### config.mk
export PLATFORM = sky130hd
export DESIGN_NAME = alu_ga_stim_gen
export DESIGN_NICKNAME = d
export VERILOG_FILES = /design/src/rtl/alu_ga_stim_gen.sv
export SDC_FILE = /design/constraint.sdc
export NUM_CORES = 1
export LEC_CHECK = 0
export ABC_AREA = 1
export CORE_UTILIZATION = 43
export CTS_BUF_LIST = sky130_fd_sc_hd__clkbuf_16
export CTS_CLUSTER_SIZE = 8
export DETAILED_ROUTE_END_ITERATION = 10
export SLEW_MARGIN = 20
export SYNTH_ARGS = -nofsm -noshare
export SYNTH_HDL_FRONTEND = slang
export SYNTH_SLANG_ARGS = --single-unit
export TNS_END_PERCENT = 5
### constraint.sdc
create_clock -name clk -period 7.7 [get_ports clk]
set_input_delay 1.54 -clock clk [delete_from_list [all_inputs] [get_ports clk]]
set_output_delay 1.54 -clock clk [all_outputs]
set_load 0.005 [all_outputs]
### src/rtl/alu_ga_stim_gen.sv
// Chromosome-driven ALU stimulus generator: LFSR fields mapped through enabled range buckets.
// Optional runtime reseed ports are added when ALU_STIM_RESEED_EN is defined.
module alu_ga_stim_gen #(
  parameter int          DATA_WIDTH = 8,
  parameter int          A_RANGES   = 8,
  parameter int          B_RANGES   = 8,
  parameter int          DLY_RANGES = 4,
  parameter int          DLY_STEP   = 4,
  parameter int          CNT_WIDTH  = 16,
  parameter logic [63:0] SEED       = 64'h1
) (
  input  logic                  clk,
  input  logic                  rst,
  input  logic                  start,
  input  logic                  abort,
  input  logic [A_RANGES-1:0]   chrom_a_mask,
  input  logic [B_RANGES-1:0]   chrom_b_mask,
  input  logic [15:0]           chrom_op_mask,
  input  logic [DLY_RANGES-1:0] chrom_dly_mask,
  input  logic [CNT_WIDTH-1:0]  chrom_trans_cnt,
`ifdef ALU_STIM_RESEED_EN
  input  logic                  seed_we,
  input  logic [63:0]           seed_data,
`endif
  output logic [3:0]            tx_op,
  output logic [DATA_WIDTH-1:0] tx_a,
  output logic [DATA_WIDTH-1:0] tx_b,
  output logic                  tx_vld,
  input  logic                  tx_rdy,
  output logic                  busy,
  output logic                  done,
  output logic [CNT_WIDTH-1:0]  sent_cnt
);

  localparam int DW     = DATA_WIDTH;
  localparam int ABITS  = $clog2(A_RANGES);
  localparam int BBITS  = $clog2(B_RANGES);
  localparam int DSBITS = $clog2(DLY_STEP);
  localparam int DBITS  = $clog2(DLY_RANGES * DLY_STEP);
  localparam int MAXAB  = (A_RANGES > B_RANGES) ? A_RANGES : B_RANGES;
  localparam int MAXAD  = (MAXAB > DLY_RANGES) ? MAXAB : DLY_RANGES;
  localparam int MAXR   = (MAXAD > 16) ? MAXAD : 16;
  localparam int IDXW   = $clog2(MAXR);

  localparam logic [63:0]       SEED_INIT  = (SEED == 64'd0) ? 64'd1 : SEED;
  localparam logic [DW-1:0]     A_LOW_MASK = DW'((64'd1 << (DW - ABITS)) - 64'd1);
  localparam logic [DW-1:0]     B_LOW_MASK = DW'((64'd1 << (DW - BBITS)) - 64'd1);
  localparam logic [DBITS-1:0]  D_LOW_MASK = DBITS'(DLY_STEP - 1);

  typedef enum logic [1:0] {IDLE, GEN, DLY, SEND} state_t;

  state_t                state_reg, state_next;
  logic [63:0]           lfsr_reg, lfsr_next;
  logic [3:0]            op_reg, op_next;
  logic [DW-1:0]         a_reg, a_next;
  logic [DW-1:0]         b_reg, b_next;
  logic [DBITS-1:0]      dly_reg, dly_next;
  logic [CNT_WIDTH-1:0]  sent_reg, sent_next;
  logic [CNT_WIDTH-1:0]  cnt_reg, cnt_next;
  logic [A_RANGES-1:0]   am_reg, am_next;
  logic [B_RANGES-1:0]   bm_reg, bm_next;
  logic [15:0]           om_reg, om_next;
  logic [DLY_RANGES-1:0] dm_reg, dm_next;
  logic                  done_reg, done_next;

  // First enabled bucket at or after start, wrapping within n buckets (n is a power of 2).
  function automatic logic [IDXW-1:0] pick(input logic [MAXR-1:0] mask,
                                           input logic [IDXW-1:0] first,
                                           input int n);
    logic [MAXR-1:0] live;
    logic [IDXW-1:0] wrap, idx, sel;
    logic            found;
    wrap  = IDXW'(n - 1);
    live  = (mask == '0) ? '1 : mask;
    sel   = first & wrap;
    found = 1'b0;
    for (int k = 0; k < MAXR; k++) begin
      idx = (first + IDXW'(k)) & wrap;
      if (!found && (k < n) && live[idx]) begin
        sel   = idx;
        found = 1'b1;
      end
    end
    return sel;
  endfunction

  logic [DW-1:0]    ra, rb;
  logic [3:0]       ro;
  logic [DBITS-1:0] rd;
  logic [IDXW-1:0]  a_idx, b_idx, op_idx, d_idx;
  logic [DW-1:0]    gen_a, gen_b;
  logic [DBITS-1:0] gen_dly;
  logic [CNT_WIDTH-1:0] sent_inc;

  always_comb begin
    ra      = lfsr_reg[DW-1:0];
    rb      = lfsr_reg[2*DW-1:DW];
    ro      = lfsr_reg[2*DW+3:2*DW];
    rd      = lfsr_reg[2*DW+4 +: DBITS];
    a_idx   = pick(MAXR'(am_reg), IDXW'(ra >> (DW - ABITS)), A_RANGES);
    b_idx   = pick(MAXR'(bm_reg), IDXW'(rb >> (DW - BBITS)), B_RANGES);
    op_idx  = pick(MAXR'(om_reg), IDXW'(ro), 16);
    d_idx   = pick(MAXR'(dm_reg), IDXW'(rd >> DSBITS), DLY_RANGES);
    gen_a   = (DW'(a_idx) << (DW - ABITS)) | (ra & A_LOW_MASK);
    gen_b   = (DW'(b_idx) << (DW - BBITS)) | (rb & B_LOW_MASK);
    gen_dly = (DBITS'(d_idx) << DSBITS) | (rd & D_LOW_MASK);
    sent_inc = sent_reg + CNT_WIDTH'(1);
  end

  always_comb begin
    state_next = state_reg;
    lfsr_next  = lfsr_reg;
    op_next    = op_reg;
    a_next     = a_reg;
    b_next     = b_reg;
    dly_next   = dly_reg;
    sent_next  = sent_reg;
    cnt_next   = cnt_reg;
    am_next    = am_reg;
    bm_next    = bm_reg;
    om_next    = om_reg;
    dm_next    = dm_reg;
    done_next  = 1'b0;

    if (state_reg != IDLE) begin
      lfsr_next = {lfsr_reg[62:0], lfsr_reg[63] ^ lfsr_reg[62] ^ lfsr_reg[60] ^ lfsr_reg[59]};
    end
`ifdef ALU_STIM_RESEED_EN
    else if (seed_we) begin
      lfsr_next = (seed_data == 64'd0) ? 64'd1 : seed_data;
    end
`endif

    unique case (state_reg)
      IDLE: begin
        if (start && !abort) begin
          am_next   = chrom_a_mask;
          bm_next   = chrom_b_mask;
          om_next   = chrom_op_mask;
          dm_next   = chrom_dly_mask;
          cnt_next  = chrom_trans_cnt;
          sent_next = '0;
          if (chrom_trans_cnt == '0) done_next  = 1'b1;
          else                        state_next = GEN;
        end
      end
      GEN: begin
        op_next    = 4'(op_idx);
        a_next     = gen_a;
        b_next     = gen_b;
        dly_next   = gen_dly;
        state_next = (gen_dly != '0) ? DLY : SEND;
      end
      DLY: begin
        dly_next = dly_reg - DBITS'(1);
        if (dly_reg == DBITS'(1)) state_next = SEND;
      end
      SEND: begin
        if (tx_rdy) begin
          sent_next = sent_inc;
          if (sent_inc == cnt_reg) begin
            state_next = IDLE;
            done_next  = 1'b1;
          end else begin
            state_next = GEN;
          end
        end
      end
      default: state_next = IDLE;
    endcase

    // Abort wins over start and over a same-cycle handshake.
    if (abort) begin
      state_next = IDLE;
      done_next  = 1'b0;
      sent_next  = sent_reg;
    end
  end

  always_ff @(posedge clk or posedge rst) begin
    if (rst) begin
      state_reg <= IDLE;
      lfsr_reg  <= SEED_INIT;
      op_reg    <= '0;
      a_reg     <= '0;
      b_reg     <= '0;
      dly_reg   <= '0;
      sent_reg  <= '0;
      cnt_reg   <= '0;
      am_reg    <= '0;
      bm_reg    <= '0;
      om_reg    <= '0;
      dm_reg    <= '0;
      done_reg  <= 1'b0;
    end else begin
      state_reg <= state_next;
      lfsr_reg  <= lfsr_next;
      op_reg    <= op_next;
      a_reg     <= a_next;
      b_reg     <= b_next;
      dly_reg   <= dly_next;
      sent_reg  <= sent_next;
      cnt_reg   <= cnt_next;
      am_reg    <= am_next;
      bm_reg    <= bm_next;
      om_reg    <= om_next;
      dm_reg    <= dm_next;
      done_reg  <= done_next;
    end
  end

  assign tx_op    = op_reg;
  assign tx_a     = a_reg;
  assign tx_b     = b_reg;
  assign tx_vld   = (state_reg == SEND);
  assign busy     = (state_reg != IDLE);
  assign done     = done_reg;
  assign sent_cnt = sent_reg;

endmodule

Word-level counts from Yosys, hierarchy flattened --
Cells that the tools add are included. W data, S select, Z words.
Storage, ports and cells: flip-flop bits (word level) 159, input bits 57, output and inout port bits 39, logic and storage cells 338
Cells by class: $add $sub $neg 34, order comparisons 36, equality and inequality tests 11, mux-type cells 158, bitwise gates (word level) 7, reductions and logical operators 79
Operators with widths (number):
- $lt A3 B5 Y1 const B | 16
- $lt A4 B5 Y1 const B | 16
- $mux W1 | 75
- $bmux W1 S4 | 16
- $mux W4 | 16
- $bmux W1 S3 | 16
- $mux W16 | 3
- $mux W3 | 14
- $logic_and A1 B1 Y1 | 33
- $logic_not A1 Y1 | 33
- $add A4 B4 Y4 const B | 8
- $logic_not A16 Y1 | 2
- $pmux W16 S2 | 1
- $add A3 B3 Y3 const B | 8
- $lt A2 B5 Y1 const B | 4
- $add A16 B1 Y16 const B | 1
- $add A4 B3 Y4 const B | 4
- $eq A16 B16 Y1 | 1
- $logic_not A8 Y1 | 2
- $mux W2 | 8
- $mux W8 | 2
- $or A8 B5 Y8 | 2
- $add A3 B2 Y3 const B | 4
- $ne A3 B3 Y1 const B | 3
- other kinds (25) | 37

Longest topological paths before layout --
depth after elaboration 50, mapped depth 33, mapped depth without buffers 32

Least setup slack after synthesis --
No wires, ideal clock.
path type flip-flop to flip-flop, start reg lfsr_reg[17], end reg op_reg[2] (netlist: tx_op[2]), library setup time 0.116 ns, data arrival time 3.346 ns, data required time 7.584 ns, path slack 4.237 ns, cell stages (with the launch flop) 30, buffers on the path 2, period minus slack after synthesis 3.463 ns, cell sequence dfrtp_1 > inv_1 > clkbuf_1 > ha_1 > clkbuf_1 > nand3_1 > nand3_1 > nand2_1 > nand2_1 > nand2_2 > nand2_4 > nor2_8 > nand3_4 > nor2_4 > nand2_2 > nor2_4 > nand2_2 > nor2_4 > nand2_2 > nor2_4 > inv_2 > or2_4 > o21ai_2 > inv_2 > nand2_1 > nand2_1 > nand2_1 > nand2_1 > nand2_1 > nand2_1
Between the ends: cells in the longest elaborated chain, start to end 48, elaborated cells on any way between the ends 107, those cells by class 15 x add/sub; 62 x mux; 30 x reduce/logical
Ends and longest elaborated chain:
- start, declared | RTL line 53 | logic [63:0] lfsr_reg, lfsr_next;
- start signal, assigned | RTL line 197 | lfsr_reg <= lfsr_next;
- parallel branches: the longest is 47 deep, another holds $add A4 B1 Y4
- $mux W4 * | RTL line 79 | if (!found && (k < n) && live[idx]) begin
- end signal, assigned | RTL line 198 | op_reg <= op_next;
- end, declared | RTL line 54 | logic [3:0] op_reg, op_next;
Mark *: on every way between the ends. The select of a mux whose other input is x is not followed. A chain may end at the register's enable or synchronous reset.

Worst setup path after layout --
start reg lfsr_reg[16], end reg op_reg[1] (netlist: tx_op[1])
Same word-level chain as after synthesis.

==> run_results.csv <==
group,metric,value,unit
run_status,run_status,"finished, final reports clean",
floorplanning,die_height,153,microns
drt,vias,8668,
sta,worst_slew_pin_slew,0.982,ns
place,dp_hpwl,17200,microns
sta,fin_skew,0.0186,ns
sta,finalSetupViolations,0,
cts,hold_buffers,0,
logic_synthesis,async_reset_ff_frac,1.00,
cts,cts_tree,"yes",
logic_synthesis,synth_most_common_cell,"nand2_1",
logic_synthesis,ys_top_cells_by_count,"284 x nand2_1, 167 x inv_1, 158 x dfrtp_1, 155 x o21ai_0, 124 x nand3_1",
cts,cts.sinks,159,
drt,wl_per_cell,14.4,microns
sta,hold_viol,0,
global_route,grt_max_degree,90,
flow_run,drv_cap,0,
finish,stdcell_count,1668,
finish,diodes,0,
finish,areaGrowthSynthToFinish,17.2,%
place,dpl.cell_count,1636,
logic_synthesis,ys_seq_area_frac,0.406,
sta,setup_tns,0,ns
drt,drc,0,
floorplanning,die_w,153,microns
logic_synthesis,synthTopCellsByArea,"dfrtp_1 40%, nand2_1 11%, o21ai_0 7.9%",
floorplanning,fp.coreArea,22100,sq um
logic_synthesis,synthAdderAreaFrac,0.0243,
cts,htreeDepth,4,
sta,finalCritPeriodShare,0.603,
floorplanning,die-area,23400,sq um
cts,post_cts_buffers,0,
pwr,pwr-share-comb,0.417,
global_route,antenna_found_initial,1,
place,numPortBuffers,95,
finish,fill_cells,2159,
pwr,p_seq_frac,0.338,
logic_synthesis,synth_cell_types,48,
floorplanning,io_pins,96,
pwr,sw_frac_of_total,0.416,
worst_hold_path,worstHoldStart,"lfsr_reg[50]",
sta,min_period,4.64,ns
sta,slew_headroom,0.346,
floorplanning,initial_core_util,0.443,
finish,final_core_util,0.519,
place,gp_congestion,0.915,
drt,routed_wl,24000,microns
logic_synthesis,netlist_area,9790,sq um
cts,numCtsBuffers,17,
global_route,grt_pass1_vias,8262,
pwr,p_switching,0.00139,W
logic_synthesis,synth_compound_area_frac,0.148,
logic_synthesis,synthSimpleGateAreaFrac,0.259,
drt,drt_first_iter_violations,492,
logic_synthesis,postSynthCellCount,1308,
logic_synthesis,synth_xor_area_frac,0.0409,
logic_synthesis,yosys.area.top_type,"dfrtp_1",
cts,clockBufferDepth,2,
finish,largest_reg_flops,64,
pwr,p_int,0.00195,W
critical_path,startpoint,"lfsr_reg[16]",
critical_path,criticalPathCategory,"flip-flop to flip-flop",
critical_path,r2r_slack,3.06,ns
logic_synthesis,synth_flop_cell,"dfrtp_1",
pwr,power_density,290,nW/um^2
logic_synthesis,ys_ff_latch,159,
cts,cts_resized,0,
critical_path,crit_path_max_incr_delay,0.88,ns
logic_synthesis,muxShareOfSynthArea,0.0276,
floorplanning,rows,54,
critical_path,required,8.00,ns
logic_synthesis,avgSynthCellArea,7.49,sq um
critical_path,arrival,4.95,ns
global_route,grt_pass1_wl,40400,microns
logic_synthesis,synth_top_family_by_area,"simple AND/OR/NAND/NOR gates",
sta,slew_violations,0,
logic_synthesis,syn_nets,1384,
pwr,clkPwrFrac,0.246,
pwr,irDropWorstVdd,0.247,mV
drt,drt_first_pass_iters,5,
drt,viasPerCell,5.20,
critical_path,slowest_stage,"dfrtp_1",
critical_path,start_kind,"flip-flop",
critical_path,critPathMaxFanout,25,
global_route,track_usage,0.213,
logic_synthesis,synth_warnings,0,
cts,clkTransAtPathRegs,0.07,ns
critical_path,end_kind,"flip-flop",
sta,rsz0062_at_grt,"false",
logic_synthesis,synth_edf_count,0,
critical_path,crit_top_cell,"nand2_1",
drt,ant_nets,0,
finish,nets,1451,
global_route,gr-total-overflow,0,
finish,layout-drive-gt1-share,0.0778,
cts,worstSkewPairLatency,0.43,ns
worst_hold_path,hold_class,"flip-flop to flip-flop",
critical_path,r2r-start,"lfsr_reg[16]",
cts,cts_root_buf,"clkbuf_16",
pwr,leakage,5.23,nW
sta,fmax,0.215,GHz
logic_synthesis,synth.top_cell.area_share,0.404,
-- final timing paths --
path,end,cells past startpoint
min in group asynchronous,tx_a[3],2
max in group asynchronous,om_reg[13],3
worst min-delay path,lfsr_reg[51],2
worst min register to register,lfsr_reg[51],2
worst max-delay path,tx_op[1],27
worst max register to register,tx_op[1],27
-- per-layer routing --
metal  up-vias  wire [microns]  GRT usage
li1       4418               -          -
met5         -              13          0
met3        20            1000     0.0448
met2       154           11000      0.344
met4         2             298     0.0495
met1      4074           11700      0.294
-- final cells by class --
cell class | instances | area, sq um | share of cell area
Multi-Input combinational cell | 918 | 4910 | 0.428
Sequential cell | 159 | 3980 | 0.347
Timing Repair Buffer | 98 | 973 | 0.0848
Inverter | 181 | 689 | 0.0601
Clock buffer | 17 | 425 | 0.0371
Tap cell | 280 | 350 | 0.0305
Clock inverter | 15 | 145 | 0.0126
-- kinds of logic (layout without fill, tap and decap cells) --
kind of cell | Yosys count | count (layout)
AOI/OAI and AO/OA | 264 | 264
xor gates and xnor gates | 44 | 44
adders and majority gates | 19 | 19
buffers and inverters | 231 | 311
DFF | 159 | 159
muxes | 24 | 24
and+or+nand+nor | 567 | 567
-- cells in the final DEF (no fill, tap or decap), types with 6 or more instances in the layout --
master / instances
nor2_4: 6
o21ai_1: 9
nand2_2: 7
nor2_1: 93
o211ai_1: 19
inv_1: 166
o21a_1: 10
o21ai_0: 155
o22ai_1: 12
nand2_1: 283
nor4_1: 9
nand3_1: 124
a31oi_1: 8
or2_2: 7
xnor2_1: 7
nand4_1: 8
clkdlybuf4s50_1: 95
mux2_2: 24
dfrtp_1: 158
clkbuf_16: 17
inv_2: 9
nor3_1: 16
xor2_1: 35
ha_1: 18
a21oi_1: 41
inv_6: 6
-- critical path, delay by kind of cell (launching register included) --
family,cells,cell delay [ns]
and+or+nand+nor,22,2.11
DFF,1,0.88
buffers and inverters,3,0.71
adders and majority gates,1,0.70
AOI/OAI and AO/OA,1,0.10
-- power by group through the flow --
stage                     logic (W)  registers, W  clock network (W)
after floorplan             0.00103       0.00111                  0
after global placement      0.00137       0.00114                  0
after detailed placement    0.00139       0.00114                  0
after CTS                   0.00139       0.00113           0.000840
after global routing        0.00158       0.00115           0.000873
final                       0.00139       0.00113           0.000818
-- through the flow --
stage	setup slack [ns]	instance area, sq um	total power (W)	hold slack, ns
final	3.06	11500	0.00333	0.480
after global routing	2.56	11500	0.00361	0.497
after CTS	3.08	11500	0.00336	0.481
after detailed placement	3.09	10900	0.00253	0.470
after global placement	3.18	10900	0.00251	0.463
after floorplan	1.87	9790	0.00215	0.449
Note: power is estimated with default switching activity, not from simulation.
